**config.mk**
```make
export PLATFORM = sky130hd
export DESIGN_NAME = vga_sink_flat
export DESIGN_NICKNAME = d
export VERILOG_FILES = /design/src/rtl/vga_sink_if.sv /design/src/rtl/vga_sink.sv /design/src/flat_wrapper.sv
export SDC_FILE = /design/constraint.sdc
export NUM_CORES = 1
export LEC_CHECK = 0
export ABC_AREA = 1
export ABC_CLOCK_PERIOD_IN_PS = 15900
export CAP_MARGIN = 10
export CORE_ASPECT_RATIO = 1.25
export CORE_MARGIN = 3
export CORE_UTILIZATION = 55
export CTS_BUF_LIST = sky130_fd_sc_hd__clkbuf_16
export DETAILED_ROUTE_END_ITERATION = 16
export GPL_TIMING_DRIVEN = 0
export PLACE_DENSITY = 0.83
export SYNTH_ARGS = -nofsm -noshare
export SYNTH_HDL_FRONTEND = slang
export SYNTH_SLANG_ARGS = --single-unit
```
**constraint.sdc**
```tcl
create_clock -name pix_clk -period 15.9 [get_ports pix_clk]
set_input_delay 4.77 -clock pix_clk [delete_from_list [all_inputs] [get_ports pix_clk]]
set_output_delay 4.77 -clock pix_clk [all_outputs]
set_load 0.1 [all_outputs]
```
**src/rtl/vga_sink_if.sv**
```systemverilog
// Pixel-bus bundle between a VGA source and the vga_sink monitor:
// sync/data inputs towards the sink, capture and timing results back out.
interface vga_sink_if;
  logic        vga_hsync;
  logic        vga_vsync;
  logic        vga_de;
  logic [4:0]  vga_r;
  logic [5:0]  vga_g;
  logic [4:0]  vga_b;

  logic        cap_valid;
  logic [15:0] cap_x;
  logic [15:0] cap_y;
  logic [15:0] cap_rgb;
  logic        frame_done;
  logic [15:0] h_total;
  logic [15:0] v_total;
  logic [15:0] h_active;
  logic [15:0] v_active;
  logic [15:0] frame_sum;
  logic        locked;

  modport master (
    output vga_hsync, vga_vsync, vga_de, vga_r, vga_g, vga_b,
    input  cap_valid, cap_x, cap_y, cap_rgb, frame_done,
           h_total, v_total, h_active, v_active, frame_sum, locked
  );

  modport slave (
    input  vga_hsync, vga_vsync, vga_de, vga_r, vga_g, vga_b,
    output cap_valid, cap_x, cap_y, cap_rgb, frame_done,
           h_total, v_total, h_active, v_active, frame_sum, locked
  );
endinterface

```
**src/rtl/vga_sink.sv**
```systemverilog
// VGA receiver/monitor: recovers pixel coordinates, measures line/frame timing,
// sums pixels per frame and reports lock once consecutive frames agree.
module vga_sink #(
  parameter bit          HSYNC_POL   = 1'b0,
  parameter bit          VSYNC_POL   = 1'b0,
  parameter int unsigned LOCK_FRAMES = 2
) (
  input  logic      pix_clk,
  input  logic      pix_rst,
  vga_sink_if.slave vga
);

  typedef enum logic [1:0] {
    S_IDLE    = 2'd0,
    S_ACQUIRE = 2'd1,
    S_LOCK    = 2'd2
  } state_t;

  localparam logic [3:0] LOCK_N = 4'(LOCK_FRAMES);
  localparam int H_TOT = 0;
  localparam int V_TOT = 1;
  localparam int H_ACT = 2;
  localparam int V_ACT = 3;

  function automatic logic [15:0] sat_inc(input logic [15:0] v);
    return (v == 16'hFFFF) ? v : v + 16'd1;
  endfunction

  // Input stage S1 and the one-cycle-later copy S2 used for edges and the capture pipe
  logic        hsync_s1_reg;
  logic        vsync_s1_reg;
  logic        de_s1_reg;
  logic [15:0] rgb_s1_reg;
  logic        hs_s2_reg;
  logic        vs_s2_reg;
  logic        de_s2_reg;
  logic [15:0] rgb_s2_reg;

  logic hs;
  logic vs;
  logic hs_edge;
  logic vs_edge;
  logic de_rise;
  logic de_fall;

  assign hs      = (hsync_s1_reg == HSYNC_POL);
  assign vs      = (vsync_s1_reg == VSYNC_POL);
  assign hs_edge = hs & ~hs_s2_reg;
  assign vs_edge = vs & ~vs_s2_reg;
  assign de_rise = de_s1_reg & ~de_s2_reg;
  assign de_fall = ~de_s1_reg & de_s2_reg;

  // Syncs reset to their inactive level so release never looks like an assertion edge
  always_ff @(posedge pix_clk or posedge pix_rst) begin
    if (pix_rst) begin
      hsync_s1_reg <= ~HSYNC_POL;
      vsync_s1_reg <= ~VSYNC_POL;
      de_s1_reg    <= 1'b0;
      rgb_s1_reg   <= 16'd0;
      hs_s2_reg    <= 1'b0;
      vs_s2_reg    <= 1'b0;
      de_s2_reg    <= 1'b0;
      rgb_s2_reg   <= 16'd0;
    end else begin
      hsync_s1_reg <= vga.vga_hsync;
      vsync_s1_reg <= vga.vga_vsync;
      de_s1_reg    <= vga.vga_de;
      rgb_s1_reg   <= {vga.vga_r, vga.vga_g, vga.vga_b};
      hs_s2_reg    <= hs;
      vs_s2_reg    <= vs;
      de_s2_reg    <= de_s1_reg;
      rgb_s2_reg   <= rgb_s1_reg;
    end
  end

  logic [15:0] h_cnt_reg, h_cnt_next;
  logic [15:0] line_len_reg, line_len_next;
  logic        line_err_reg, line_err_next, line_err_evt;
  logic [15:0] line_cnt_reg, line_cnt_next, line_cnt_evt;
  logic [15:0] x_cnt_reg, x_cnt_next;
  logic [15:0] y_cnt_reg, y_cnt_next, y_cnt_evt;
  logic [15:0] h_act_line_reg, h_act_line_next;
  logic [15:0] sum_reg, sum_next, sum_evt;
  logic [3:0][15:0] meas_reg;
  logic [3:0][15:0] meas_new;

  // Line and pixel events are folded in first (*_evt) so a coincident vs edge latches them
  always_comb begin
    h_cnt_next    = sat_inc(h_cnt_reg);
    line_len_next = line_len_reg;
    line_err_evt  = line_err_reg;
    line_cnt_evt  = line_cnt_reg;
    if (hs_edge) begin
      h_cnt_next    = 16'd1;
      line_len_next = h_cnt_reg;
      if ((line_cnt_reg != 16'd0) && (h_cnt_reg != line_len_reg)) begin
        line_err_evt = 1'b1;
      end
      line_cnt_evt = sat_inc(line_cnt_reg);
    end

    x_cnt_next = x_cnt_reg;
    if (de_rise) begin
      x_cnt_next = 16'd0;
    end else if (de_s1_reg) begin
      x_cnt_next = sat_inc(x_cnt_reg);
    end

    h_act_line_next = h_act_line_reg;
    y_cnt_evt       = y_cnt_reg;
    if (de_fall) begin
      h_act_line_next = sat_inc(x_cnt_reg);
      y_cnt_evt       = sat_inc(y_cnt_reg);
    end

    sum_evt = de_s1_reg ? (sum_reg + rgb_s1_reg) : sum_reg;

    meas_new[H_TOT] = line_len_next;
    meas_new[V_TOT] = line_cnt_evt;
    meas_new[H_ACT] = h_act_line_next;
    meas_new[V_ACT] = y_cnt_evt;

    line_cnt_next = line_cnt_evt;
    y_cnt_next    = y_cnt_evt;
    sum_next      = sum_evt;
    line_err_next = line_err_evt;
    if (vs_edge) begin
      line_cnt_next = 16'd0;
      y_cnt_next    = 16'd0;
      sum_next      = 16'd0;
      line_err_next = 1'b0;
    end
  end

  always_ff @(posedge pix_clk or posedge pix_rst) begin
    if (pix_rst) begin
      h_cnt_reg      <= 16'd0;
      line_len_reg   <= 16'd0;
      line_err_reg   <= 1'b0;
      line_cnt_reg   <= 16'd0;
      x_cnt_reg      <= 16'd0;
      y_cnt_reg      <= 16'd0;
      h_act_line_reg <= 16'd0;
      sum_reg        <= 16'd0;
    end else begin
      h_cnt_reg      <= h_cnt_next;
      line_len_reg   <= line_len_next;
      line_err_reg   <= line_err_next;
      line_cnt_reg   <= line_cnt_next;
      x_cnt_reg      <= x_cnt_next;
      y_cnt_reg      <= y_cnt_next;
      h_act_line_reg <= h_act_line_next;
      sum_reg        <= sum_next;
    end
  end

  logic [3:0] field_eq;
  logic       has_prev_reg;
  logic       frame_good;

  genvar gi;
  for (gi = 0; gi < 4; gi++) begin : g_cmp
    assign field_eq[gi] = (meas_new[gi] == meas_reg[gi]);
  end

  assign frame_good = has_prev_reg & ~line_err_evt & (&field_eq);

  state_t     state_reg, state_next;
  logic [3:0] good_cnt_reg, good_cnt_next;
  logic       update;

  always_comb begin
    state_next    = state_reg;
    good_cnt_next = good_cnt_reg;
    update        = 1'b0;
    if (vs_edge) begin
      case (state_reg)
        S_IDLE: begin
          state_next = S_ACQUIRE;
        end
        S_ACQUIRE: begin
          update = 1'b1;
          if (frame_good) begin
            good_cnt_next = good_cnt_reg + 4'd1;
            if (good_cnt_next >= LOCK_N) begin
              state_next = S_LOCK;
            end
          end else begin
            good_cnt_next = 4'd0;
          end
        end
        S_LOCK: begin
          update = 1'b1;
          if (!frame_good) begin
            state_next    = S_ACQUIRE;
            good_cnt_next = 4'd0;
          end
        end
        default: begin
          state_next    = S_IDLE;
          good_cnt_next = 4'd0;
        end
      endcase
    end
  end

  always_ff @(posedge pix_clk or posedge pix_rst) begin
    if (pix_rst) begin
      state_reg    <= S_IDLE;
      good_cnt_reg <= 4'd0;
    end else begin
      state_reg    <= state_next;
      good_cnt_reg <= good_cnt_next;
    end
  end

  logic [15:0] frame_sum_reg;
  logic        done_reg;

  always_ff @(posedge pix_clk or posedge pix_rst) begin
    if (pix_rst) begin
      meas_reg      <= '0;
      frame_sum_reg <= 16'd0;
      has_prev_reg  <= 1'b0;
      done_reg      <= 1'b0;
    end else begin
      done_reg <= update;
      if (update) begin
        meas_reg      <= meas_new;
        frame_sum_reg <= sum_evt;
        has_prev_reg  <= 1'b1;
      end
    end
  end

  // Output stage: one more register so capture and frame results share a 2-cycle latency
  logic        cap_valid_reg;
  logic [15:0] cap_x_reg;
  logic [15:0] cap_y_reg;
  logic [15:0] cap_rgb_reg;
  logic        frame_done_reg;
  logic [3:0][15:0] meas_out_reg;
  logic [15:0] frame_sum_out_reg;
  logic        locked_reg;

  always_ff @(posedge pix_clk or posedge pix_rst) begin
    if (pix_rst) begin
      cap_valid_reg     <= 1'b0;
      cap_x_reg         <= 16'd0;
      cap_y_reg         <= 16'd0;
      cap_rgb_reg       <= 16'd0;
      frame_done_reg    <= 1'b0;
      meas_out_reg      <= '0;
      frame_sum_out_reg <= 16'd0;
      locked_reg        <= 1'b0;
    end else begin
      cap_valid_reg     <= de_s2_reg;
      cap_x_reg         <= x_cnt_reg;
      cap_y_reg         <= y_cnt_reg;
      cap_rgb_reg       <= rgb_s2_reg;
      frame_done_reg    <= done_reg;
      meas_out_reg      <= meas_reg;
      frame_sum_out_reg <= frame_sum_reg;
      locked_reg        <= (state_reg == S_LOCK);
    end
  end

  assign vga.cap_valid  = cap_valid_reg;
  assign vga.cap_x      = cap_x_reg;
  assign vga.cap_y      = cap_y_reg;
  assign vga.cap_rgb    = cap_rgb_reg;
  assign vga.frame_done = frame_done_reg;
  assign vga.h_total    = meas_out_reg[H_TOT];
  assign vga.v_total    = meas_out_reg[V_TOT];
  assign vga.h_active   = meas_out_reg[H_ACT];
  assign vga.v_active   = meas_out_reg[V_ACT];
  assign vga.frame_sum  = frame_sum_out_reg;
  assign vga.locked     = locked_reg;

endmodule

```
**src/flat_wrapper.sv**
```systemverilog
// flat-port wrapper written by rule: the top's interface ports become plain ports
module vga_sink_flat 
#(
  parameter bit          HSYNC_POL   = 1'b0,
  parameter bit          VSYNC_POL   = 1'b0,
  parameter int unsigned LOCK_FRAMES = 2
)
  (pix_clk, pix_rst, vga_vga_hsync, vga_vga_vsync, vga_vga_de, vga_vga_r, vga_vga_g, vga_vga_b, vga_cap_valid, vga_cap_x, vga_cap_y, vga_cap_rgb, vga_frame_done, vga_h_total, vga_v_total, vga_h_active, vga_v_active, vga_frame_sum, vga_locked);
  vga_sink_if vga_i ();
  input  logic pix_clk;
  input  logic pix_rst;
  input wire logic [$bits(vga_i.vga_hsync)-1:0] vga_vga_hsync;
  input wire logic [$bits(vga_i.vga_vsync)-1:0] vga_vga_vsync;
  input wire logic [$bits(vga_i.vga_de)-1:0] vga_vga_de;
  input wire logic [$bits(vga_i.vga_r)-1:0] vga_vga_r;
  input wire logic [$bits(vga_i.vga_g)-1:0] vga_vga_g;
  input wire logic [$bits(vga_i.vga_b)-1:0] vga_vga_b;
  output wire logic [$bits(vga_i.cap_valid)-1:0] vga_cap_valid;
  output wire logic [$bits(vga_i.cap_x)-1:0] vga_cap_x;
  output wire logic [$bits(vga_i.cap_y)-1:0] vga_cap_y;
  output wire logic [$bits(vga_i.cap_rgb)-1:0] vga_cap_rgb;
  output wire logic [$bits(vga_i.frame_done)-1:0] vga_frame_done;
  output wire logic [$bits(vga_i.h_total)-1:0] vga_h_total;
  output wire logic [$bits(vga_i.v_total)-1:0] vga_v_total;
  output wire logic [$bits(vga_i.h_active)-1:0] vga_h_active;
  output wire logic [$bits(vga_i.v_active)-1:0] vga_v_active;
  output wire logic [$bits(vga_i.frame_sum)-1:0] vga_frame_sum;
  output wire logic [$bits(vga_i.locked)-1:0] vga_locked;
  assign vga_i.vga_hsync = vga_vga_hsync;
  assign vga_i.vga_vsync = vga_vga_vsync;
  assign vga_i.vga_de = vga_vga_de;
  assign vga_i.vga_r = vga_vga_r;
  assign vga_i.vga_g = vga_vga_g;
  assign vga_i.vga_b = vga_vga_b;
  assign vga_cap_valid = vga_i.cap_valid;
  assign vga_cap_x = vga_i.cap_x;
  assign vga_cap_y = vga_i.cap_y;
  assign vga_cap_rgb = vga_i.cap_rgb;
  assign vga_frame_done = vga_i.frame_done;
  assign vga_h_total = vga_i.h_total;
  assign vga_v_total = vga_i.v_total;
  assign vga_h_active = vga_i.h_active;
  assign vga_v_active = vga_i.v_active;
  assign vga_frame_sum = vga_i.frame_sum;
  assign vga_locked = vga_i.locked;
  vga_sink #(.HSYNC_POL(HSYNC_POL), .VSYNC_POL(VSYNC_POL), .LOCK_FRAMES(LOCK_FRAMES)) u_core (.pix_clk(pix_clk), .pix_rst(pix_rst), .vga(vga_i));
endmodule
```
==> results by stage <==
Logic synthesis:
- The most frequently used flop master after synthesis is sky130_fd_sc_hd__dfrtp_1.
- The biggest area consumer among synthesized cells is sky130_fd_sc_hd__dfrtp_1.
- The synthesized netlist net count is 1910.
- For this run, the number of Yosys warnings is 0.
- The count of different cell masters after synthesis is 46.
- The number of flops mapped to enable cells by yosys is 0.
- The portion of the post-synthesis area used by sequential elements is 56.9%.
- In this run the mean area of a mapped cell was 8.73 um2.
- The fraction of post-synthesis cell area in the top cell type by area is 56.6%.
- The mapped netlist covers 16300 um2.
- The fraction of registers with async set/reset is 100%.
- The number of cells produced by synthesis is 1863.
- By area the synthesized netlist is led by sky130_fd_sc_hd__dfrtp_1 57%, sky130_fd_sc_hd__nand2_1 13%, sky130_fd_sc_hd__inv_1 4.5%.
- Counting flops and latches in the post-synthesis netlist gives 370.

Cells and area:
- The flip-flop count of the largest register after layout is 64.
- Relative to the synthesized area, the layout overhead comes to 20.2%.
- The library cell used most frequently in the layout, excluding fill and tap cells, is sky130_fd_sc_hd__nand2_1.
- In the layout the commonest cells are 555 x sky130_fd_sc_hd__nand2_1, 368 x sky130_fd_sc_hd__dfrtp_1, 197 x sky130_fd_sc_hd__inv_1, 155 x sky130_fd_sc_hd__nor2_1, 151 x sky130_fd_sc_hd__clkdlybuf4s50_1.
- The final antenna diode count is 0.
- Once layout is done, the placed cells without fillers occupy 19500 um2.
- The net total in the final layout is 2103.
- The share of cells above drive strength 1 is 6.87%.
- The non-filler instance count after layout is 2472.

Global route:
- The all-layer global routing usage is 27.1%.
- The number of global-route vias before repair is 13.4k.
- The global-route wire length before repair is 68800 um.
- The total overflow left after global routing is 0.
- The maximum number of pins on one net before global-route repair is 144.
- The number of antenna violations at the first check in global routing is 0.

Clock network:
- In this run, post-CTS repair resized a total of 0 instances.
- The tree built by TritonCTS fans out to 370 sinks.
- The clock passes through at most 3 buffers.
- The cell at the root of the clock tree is sky130_fd_sc_hd__clkbuf_16.
- The later pin in the worst-skew pair is clocked with a latency of 540 ps.
- After clock tree synthesis, the clock-pin slew on the worst setup and hold paths is 70 ps.
- The hold buffer count at cts is 0.
- CTS built an H-tree with a depth of 2.
- The CTS buffer count is 37.
- The CTS tree is done.
- After clock tree synthesis, the setup repair step added 0 buffers.

Placed design:
- At the end of routability-driven placement, the weighted congestion stood at 0.972.
- The detailed placer's ending HPWL is 30600 um.
- Summing all placed instances gives a cell area of 18400 um2.
- The number of instances in the placed design is 2407.
- The number of input and output port buffers inserted is 151.

Timing:
- Between clock sinks in the finished design, the worst skew comes to 25.8 ps.
- The total count of max-transition violations in the final report is 0.
- In the finished design, the share of the clock period the worst path needs comes to 43.1%.
- Final hold analysis gives a worst-case slack of 349 ps.
- The slew of the pin with the lowest slew margin is 1070 ps.
- Setup repair after global routing left no endpoint under its margin.
- The worst-case headroom to the max-slew limit is 28.2%.
- The minimum period implied by the final worst setup slack is 6850 ps.
- The count of final setup violators is 0.
- Derived from the worst setup path, the maximum achievable clock frequency is 146 MHz.
- The final hold violation count was 0.

Route:
- The detail-routed net length per standard cell is 17.3 um.
- In this run, the number of DRC markers left after iteration 0 of detailed routing was 1170.
- The final layout contains routed wiring with a total length of 42900 um.
- After detailed routing, the number of remaining DRC violations is 0.
- The count of nets left with antenna violations once routing finished came out at 0.
- For this run, the detailed router's first-pass iteration total came to 6.
- Using the TritonRoute via totals, the vias-per-cell ratio works out to 5.51.
- The overall via count from detail_route is 13.6k.

Worst setup path:
- The critical path data required time is 11130 ps.
- The endpoint kind of the worst setup timing path is a primary output.
- The kind of cell with the highest combined delay on the critical path is buffers and inverters.
- For this design, the slowest cell found on the critical path is sky130_fd_sc_hd__clkdlybuf4s50_1.
- The highest fanout seen on the critical path is 1.
- The endpoint arrival time on the critical path is 2080 ps.
- For this run, the slowest stage of the critical path takes 1200 ps.
- Together, buffers and inverters on the worst path number 1.
- The critical path is of the flop to primary output type.
- The type of origin of the critical path is a flop.
- The signal on the critical path passes through clkdlybuf4s50_1.

Power:
- The share of total power dissipated in the clock network is 25.8%.
- Internal power comes to 0.00192 W.
- The total power density per cell area is 171 nW/um2.
- Net switching is 42.5% of the power.
- The logic gate share of total power is 36.9%.
- The leakage power is 9.68 nW.
- Summed over all nets, the switching power comes to 0.00142 W.
- The peak supply drop is 0.137 mV.
- Summing internal, switching and leakage power gives 0.00334 W.
- The proportion of power drawn by flip-flops and latches is 37.3%.

Flow run:
- The number of violations of the max-capacitance limit is 0.

Floorplanning:
- The initial cell density of the core is 56.6%.
- The core outline area is 28700 um2.
- The die covers 31700 um2.
- The die is 198 um tall.
- The floorplan die width is 160 um.
- In this run the core area contains 69 standard-cell rows.
- The top-level port count is 152.

Min path:
- In this run the worst hold path is classified as flop to flop.

Outcome:
- The run finished with clean final reports.
## layer usage
metal / routed length [um] / track usage (%) / vias to the layer above
met5: 0 / 0 / -
met4: 2220 / 13.4 / 0
met3: 2700 / 4.06 / 155
met2: 20900 / 46.2 / 635
met1: 17000 / 34.1 / 6498
li1: - / - / 6328
## logic make-up after synthesis
logic type      after synthesis  synth area share [%]
simple gates                985                  26.5
flops                       370                  56.9
buf+inv                     247                  5.90
compound gates              196                  6.48
xor+xnor                     38                  2.05
fa+ha+maj                    26                  2.05
mux                           1                0.0615
## Yosys cell counts, types with 2 or more instances
cell,instances
sky130_fd_sc_hd__nor4_1,4
sky130_fd_sc_hd__nand4_1,28
sky130_fd_sc_hd__o21ai_1,2
sky130_fd_sc_hd__inv_2,6
sky130_fd_sc_hd__a21oi_1,37
sky130_fd_sc_hd__o21ai_0,125
sky130_fd_sc_hd__a21o_1,3
sky130_fd_sc_hd__or2_1,2
sky130_fd_sc_hd__nor2_8,3
sky130_fd_sc_hd__dfstp_2,2
sky130_fd_sc_hd__nand3_1,141
sky130_fd_sc_hd__nor2_1,155
sky130_fd_sc_hd__a31oi_1,6
sky130_fd_sc_hd__a211oi_1,4
sky130_fd_sc_hd__ha_1,25
sky130_fd_sc_hd__nand3_2,7
sky130_fd_sc_hd__o21bai_1,5
sky130_fd_sc_hd__clkbuf_1,27
sky130_fd_sc_hd__nor2_4,2
sky130_fd_sc_hd__nand2_4,4
sky130_fd_sc_hd__inv_1,194
sky130_fd_sc_hd__xnor2_1,7
sky130_fd_sc_hd__nor3_1,18
sky130_fd_sc_hd__nand3b_1,23
sky130_fd_sc_hd__xor2_1,31
sky130_fd_sc_hd__or2_2,20
sky130_fd_sc_hd__nand2_2,13
sky130_fd_sc_hd__nor2_2,9
sky130_fd_sc_hd__o21a_1,2
sky130_fd_sc_hd__buf_2,15
sky130_fd_sc_hd__o22ai_1,6
sky130_fd_sc_hd__nand2_1,555
sky130_fd_sc_hd__a21boi_0,2
sky130_fd_sc_hd__dfrtp_1,368
## power by group through the flow
stage | Combinational, W | Sequential [W] | Clock [W]
3_3_place_gp | 0.00119 | 0.00125 | 0
2_1_floorplan | 0.000380 | 0.00175 | 0
3_5_place_dp | 0.00121 | 0.00125 | 0
4_1_cts | 0.00123 | 0.00124 | 0.000876
6_report | 0.00123 | 0.00124 | 0.000863
5_1_grt | 0.00131 | 0.00126 | 0.000913
## layout make-up
cell class / count / area (um2)
flip-flops and latches: 370 / 9260
fillers: 2184 / 9200
multi-input cells: 1246 / 6050
repair buffers: 154 / 1590
clock buffers: 38 / 951
inverters: 202 / 768
well taps: 390 / 488
clock inverters: 27 / 240
plain buffers: 45 / 199
## final timing paths
check                                      start                      end  slack (ps)  cells past startpoint
max in group asynchronous                pix_rst    u_core.rgb_s1_reg[11]        9990                      4
setup reg to reg                u_core.de_s1_reg   u_core.good_cnt_reg[1]       12540                     16
min in group asynchronous                pix_rst  u_core.vga.h_active[13]        4810                      3
hold reg to reg                  u_core.done_reg    u_core.vga.frame_done         350                      0
hold / removal                   u_core.done_reg    u_core.vga.frame_done         350                      0
setup / recovery           u_core.vga.v_total[8]           vga_v_total[8]        9050                      1
## worst register-to-register path: stages (launching register included)
cell	delay, ps
sky130_fd_sc_hd__dfrtp_1	400
sky130_fd_sc_hd__buf_2	410
sky130_fd_sc_hd__inv_1	340
sky130_fd_sc_hd__nand2_2	300
sky130_fd_sc_hd__buf_2	320
sky130_fd_sc_hd__nand2_1	150
sky130_fd_sc_hd__nand2_1	140
sky130_fd_sc_hd__nand2_1	70
sky130_fd_sc_hd__nand2_1	130
sky130_fd_sc_hd__nand2_1	70
sky130_fd_sc_hd__nor3_1	240
sky130_fd_sc_hd__nand3b_1	110
sky130_fd_sc_hd__nor2_1	120
sky130_fd_sc_hd__nand3_1	190
sky130_fd_sc_hd__nor2_1	170
sky130_fd_sc_hd__nand2_1	80
sky130_fd_sc_hd__nand2_1	70
## through the flow
| step | worst slack, ps | TNS, ps | utilization [%] |
|---|---|---|---|
| 2_1_floorplan | 859 | 0 | - |
| 3_3_place_gp | -2890 | -1049650 | 63.5 |
| 3_5_place_dp | 9380 | 0 | 63.9 |
| 4_1_cts | 9030 | 0 | 68.0 |
| 5_1_grt | 9030 | 0 | 68.0 |
| 6_report | 9050 | 0 | 68.0 |
No activity file was read; power rests on OpenSTA's default activity.
